===== src/rtl/pipe_delay_line_pkg.sv =====
// Shared constants and the occupancy-update helper for the pipe_delay_line family.
package pipe_delay_line_pkg;

  localparam int MAX_DEPTH     = 8;
  localparam int OCC_W         = 4;
  localparam int DEFAULT_WIDTH = 18;
  localparam int MAX_WIDTH     = 48;

  // What the occupancy counter does on an enabled shift.
  typedef enum logic [1:0] {
    OCC_HOLD = 2'd0,
    OCC_INC  = 2'd1,
    OCC_DEC  = 2'd2
  } occ_action_e;

  // A sample entering while another leaves nets to zero. The count is
  // saturated at both ends so it can never drift outside 0..maxOcc.
  function automatic occ_action_e occAction(
    input logic             inc,
    input logic             dec,
    input logic [OCC_W-1:0] occ,
    input logic [OCC_W-1:0] maxOcc
  );
    occ_action_e act;
    act = OCC_HOLD;
    if (inc && !dec && (occ < maxOcc)) begin
      act = OCC_INC;
    end else if (dec && !inc && (occ != '0)) begin
      act = OCC_DEC;
    end
    return act;
  endfunction

endpackage


===== src/rtl/pipe_delay_line_stage.sv =====
// One pipeline stage: a plain register with async reset, clock enable and
// synchronous clear. The clear beats the enable.
module pipe_delay_stage #(
  parameter int           W      = 19,
  parameter logic [W-1:0] RSTVAL = '0
) (
  input  logic         CLK,
  input  logic         RSTIN,
  input  logic         i_ce,
  input  logic         i_clr,
  input  logic [W-1:0] i_d,
  output logic [W-1:0] o_q
);

  logic [W-1:0] r_q;

  // Register with reset/clear to RSTVAL; advances only when enabled.
  always_ff @(posedge CLK or posedge RSTIN) begin
    if (RSTIN) begin
      r_q <= RSTVAL;
    end else if (i_clr) begin
      r_q <= RSTVAL;
    end else if (i_ce) begin
      r_q <= i_d;
    end
  end

  assign o_q = r_q;

endmodule


===== src/rtl/pipe_delay_line.sv =====
// Parameterised delay line. Each stage carries the data word plus its valid
// bit; a separate saturating counter tracks how many valid samples are in
// flight. DEPTH=0 collapses to a pure wire.
module pipe_delay_line
  import pipe_delay_line_pkg::*;
#(
  parameter int               WIDTH  = DEFAULT_WIDTH,
  parameter int               DEPTH  = 1,
  parameter logic [WIDTH-1:0] RSTVAL = '0
) (
  input  logic             CLK,
  input  logic             RSTIN,
  input  logic             CEIN,
  input  logic             CLRIN,
  input  logic             VALID_IN,
  input  logic [WIDTH-1:0] IN,
  output logic [WIDTH-1:0] OUT,
  output logic             VALID_OUT,
  output logic [OCC_W-1:0] OCC,
  output logic             BUSY
);

  if ((DEPTH < 0) || (DEPTH > MAX_DEPTH)) begin : g_badDepth
    $error("pipe_delay_line: DEPTH must be within 0..8");
  end
  if ((WIDTH < 1) || (WIDTH > MAX_WIDTH)) begin : g_badWidth
    $error("pipe_delay_line: WIDTH must be within 1..48");
  end

  if (DEPTH == 0) begin : g_bypass
    // Control inputs are intentionally ignored in the unregistered build.
    logic w_unused;
    assign w_unused  = ^{CLK, RSTIN, CEIN, CLRIN};
    assign OUT       = IN;
    assign VALID_OUT = VALID_IN;
    assign OCC       = '0;
  end else begin : g_pipe
    localparam logic [OCC_W-1:0] DEPTH_OCC = OCC_W'(DEPTH);

    logic [WIDTH:0]   w_stageQ [DEPTH];
    logic [OCC_W-1:0] r_occ;
    occ_action_e      w_occAct;

    for (genvar k = 0; k < DEPTH; k++) begin : g_stage
      logic [WIDTH:0] w_d;
      if (k == 0) begin : g_head
        assign w_d = {VALID_IN, IN};
      end else begin : g_body
        assign w_d = w_stageQ[k-1];
      end

      pipe_delay_stage #(
        .W      (WIDTH + 1),
        .RSTVAL ({1'b0, RSTVAL})
      ) u_stage (
        .CLK   (CLK),
        .RSTIN (RSTIN),
        .i_ce  (CEIN),
        .i_clr (CLRIN),
        .i_d   (w_d),
        .o_q   (w_stageQ[k])
      );
    end

    assign {VALID_OUT, OUT} = w_stageQ[DEPTH-1];
    assign w_occAct = occAction(VALID_IN, VALID_OUT, r_occ, DEPTH_OCC);

    // Occupancy counter: follows samples entering and leaving on each enabled shift.
    always_ff @(posedge CLK or posedge RSTIN) begin
      if (RSTIN) begin
        r_occ <= '0;
      end else if (CLRIN) begin
        r_occ <= '0;
      end else if (CEIN) begin
        case (w_occAct)
          OCC_INC: r_occ <= r_occ + OCC_W'(1);
          OCC_DEC: r_occ <= r_occ - OCC_W'(1);
          default: r_occ <= r_occ;
        endcase
      end
    end

    assign OCC = r_occ;
  end

  assign BUSY = (OCC != '0);

endmodule


===== config.mk =====
export PLATFORM = sky130hd
export DESIGN_NAME = pipe_delay_line
export DESIGN_NICKNAME = d
export VERILOG_FILES = /design/src/rtl/pipe_delay_line_pkg.sv /design/src/rtl/pipe_delay_line_stage.sv /design/src/rtl/pipe_delay_line.sv
export SDC_FILE = /design/constraint.sdc
export NUM_CORES = 1
export LEC_CHECK = 0
export CORE_AREA = 2 2 57 59
export DETAILED_ROUTE_END_ITERATION = 7
export DIE_AREA = 0 0 59 61
export PLACE_DENSITY = 0.69
export SLEW_MARGIN = 40
export SYNTH_ARGS = -nofsm -noshare
export SYNTH_HDL_FRONTEND = slang
export SYNTH_SLANG_ARGS = --single-unit

===== constraint.sdc =====
create_clock -name CLK -period 3.3 [get_ports CLK]
set_clock_uncertainty 0.1 [all_clocks]
set_input_delay 0.495 -clock CLK [delete_from_list [all_inputs] [get_ports CLK]]
set_output_delay 0.495 -clock CLK [all_outputs]
set_load 0.03 [all_outputs]

==> results.sh <==
export IMPL_status="finished clean"
export IMPL_clock_path_buffers=2
export IMPL_core_area_um2=2950
export IMPL_reg2reg_slack_ps=1180
export IMPL_cp_end_kind="primary output"
export IMPL_finalMaxSlewViolations=0
export IMPL_grt_start_max_net_pins=24
export IMPL_switchingPower_w=0.000182
export IMPL_layout_commonest_cell="clkdlybuf4s50_1"
export IMPL_gp_congestion=0.790
export IMPL_synth_top_area_share_pct=51.2
export IMPL_wl_per_cell_um=13.5
export IMPL_power_density_nw_per_um2=372
export IMPL_grt_pass1_wl_um=4070
export IMPL_ys_seq_elements=23
export IMPL_path_clk_slew_ps=120
export IMPL_clock_sinks=23
export IMPL_finalSetupViolations=0
export IMPL_cp_max_fo=6
export IMPL_tightest_slew_ps=602
export IMPL_n_antenna_cell=0
export IMPL_yosysWarnings=0
export IMPL_postCtsSetupBuffers=0
export IMPL_yosys_area_top_type="dfrtp_1"
export IMPL_internal_power_w=0.000430
export IMPL_final_cell_area_um2=1640
export IMPL_clock_latency_ps=300
export IMPL_peakVddDrop_uv=166
export IMPL_grt_pass1_vias=911
export IMPL_swShare_pct=29.8
export IMPL_io_buffers=46
export IMPL_ctsResizeCount=0
export IMPL_dieArea_um2=3600
export IMPL_finalSetupTns_ps=0
export IMPL_synth_top_flop_cell="dfrtp_1"
export IMPL_drt_wl_total_um=2460
export IMPL_drt_iter0_markers=30
export IMPL_slew_headroom_pct=59.7
export IMPL_yosysSeqAreaShare_pct=51.2
export IMPL_layout_common_cells="clkdlybuf4s50_1 (46), dfrtp_1 (23), nor2_1 (21)"
export IMPL_die_w_um=59
export IMPL_hp_class="input pin to async pin"
export IMPL_dr_total_vias=908
export IMPL_htree_levels=1
export IMPL_fin_nets=175
export IMPL_crit_path_start_kind="register"
export IMPL_ioPinCount=47
export IMPL_vias_per_cell=4.99
export IMPL_rows=20
export IMPL_synth_cell_area_um2=1120
export IMPL_initial_core_util_pct=38.1
export IMPL_cts_root_buf="clkbuf_4"
export IMPL_fin_util_pct=55.7
export IMPL_grt_overflow_total=0
export IMPL_p_leak_nw=0.751
export IMPL_die_h_um=61
export IMPL_combPwrFrac_pct=28.8
export IMPL_clkPwrFrac_pct=20.5
export IMPL_avgSynthCellArea_um2=11.0
export IMPL_seqPwrFrac_pct=50.7
export IMPL_antenna_found_initial=0
export IMPL_fmax_ghz=0.375
export IMPL_worstPathRequired_ps=2700
export IMPL_fillers=280
export IMPL_final_layout_size_suffix_gt1_share_pct=8.72
export IMPL_rsz0062_at_grt="false"
export IMPL_synth_cells=102
export IMPL_timing_hold_ws_ps=410
export IMPL_final_antenna_net_count=0
export IMPL_area_delta_synth_final_pct=46.3
export IMPL_r2r_cells=6
export IMPL_r2r_end="OCC[3]"
export IMPL_r2r_start="OCC[1]"
export IMPL_async_flop_share_pct=100
export IMPL_fin_crit_ps=2660
export IMPL_fin_cells=182
export IMPL_crit_type="register to primary output"
export IMPL_first_pass_iters=4
export IMPL_grt_usage_pct=14.7
export IMPL_synth_edf_count=0
export IMPL_worstPathArrival_ps=2070
export IMPL_cts_tree="built"
export IMPL_placed_cell_area_um2=1620
export IMPL_yosysUniqueCellTypes=28
export IMPL_numCtsBuffers=3
export IMPL_finalCritPeriodShare_pct=80.7
export IMPL_synth_area_leaders="dfrtp_1 (51%), mux2i_1 (17%), nor2_1 (7.0%), ha_1 (2.2%), nand4_1 (1.7%)"
export IMPL_dp_cells=178
export IMPL_drv_cap=0
export IMPL_hpwl_um=1870
export IMPL_drcViolationCount=0
export IMPL_hold_buffers=0
export IMPL_synth_nets=127
export IMPL_hold_viol=0
-- worst max path at each step --
stage            from     end  slack [ps]  cells past startpoint
6_report       OCC[1]    BUSY         640                      5
5_1_grt        OCC[1]    BUSY         530                      5
4_1_cts        OCC[1]    BUSY         620                      5
3_5_place_dp     CEIN  OCC[3]         970                      4
3_3_place_gp   OCC[1]    BUSY         990                      5
2_1_floorplan  OCC[1]  OCC[3]        1190                      6
-- synthesized netlist by cell type, types with 2 or more instances --
cell	n
dfrtp_1	23
nor2_1	21
mux2i_1	19
inv_1	4
buf_2	3
nand4_1	3
a21oi_1	2
clkbuf_1	2
ha_1	2
nand2_1	2
nand2b_1	2
nor2b_1	2
o21ai_0	2
-- cell type report --
type                    count  area [um^2]  share of cell area [%]
flip-flops and latches     23          576                    35.0
well taps                  33         41.3                    2.51
multi-input cells          69          507                    30.8
repair buffers             48          475                    28.9
clock buffers               4         26.3                    1.60
inverters                   5         18.8                    1.14
-- flip-flops by register name, indices dropped and copies added (netlist names) --
signal,count
OCC,4
g_pipe.g_stage.u_stage.o_q,19
-- cell families (layout without fill, tap and decap cells) --
group | after synthesis | count (layout) | share of synthesized area, %
simple gates | 35 | 35 | 16.1
mux | 21 | 21 | 19.3
buf+inv | 10 | 57 | 3.67
compound gates | 11 | 11 | 7.46
fa+ha+maj | 2 | 2 | 2.23
flops | 23 | 23 | 51.2
-- worst max-delay path, stage by stage, from the launching register on --
cell and delay (ps):
dfrtp_1 460, inv_1 120, ha_1 190, nor3b_4 300, inv_2 90, clkdlybuf4s50_1 600
-- metal layers --
layer | share of wire, % | global-route usage (%) | routed length, um
met5 | 0 | 0 | 0
met2 | 46 | 24.9 | 1130
met1 | 47 | 18.5 | 1170
met3 | 6.5 | 4.69 | 160
met4 | 0 | 2.92 | 0
-- stage by stage --
| stage | total power [W] | setup WS [ps] |
|---|---|---|
| after global placement | 0.000491 | 994 |
| after CTS | 0.000622 | 616 |
| final | 0.000612 | 636 |
| after floorplan | 0.000416 | 1190 |
| after detailed placement | 0.000494 | 965 |
| after global routing | 0.000647 | 532 |
-- power groups by stage --
stage               clock network, W  logic [W]  registers (W)
CTS                         0.000132   0.000179       0.000311
finish                      0.000125   0.000176       0.000310
global route                0.000144   0.000190       0.000313
global placement                   0   0.000176       0.000316
floorplan                          0  0.0000706       0.000345
detailed placement                 0   0.000178       0.000316
Note: power is estimated with default switching activity, not from simulation.
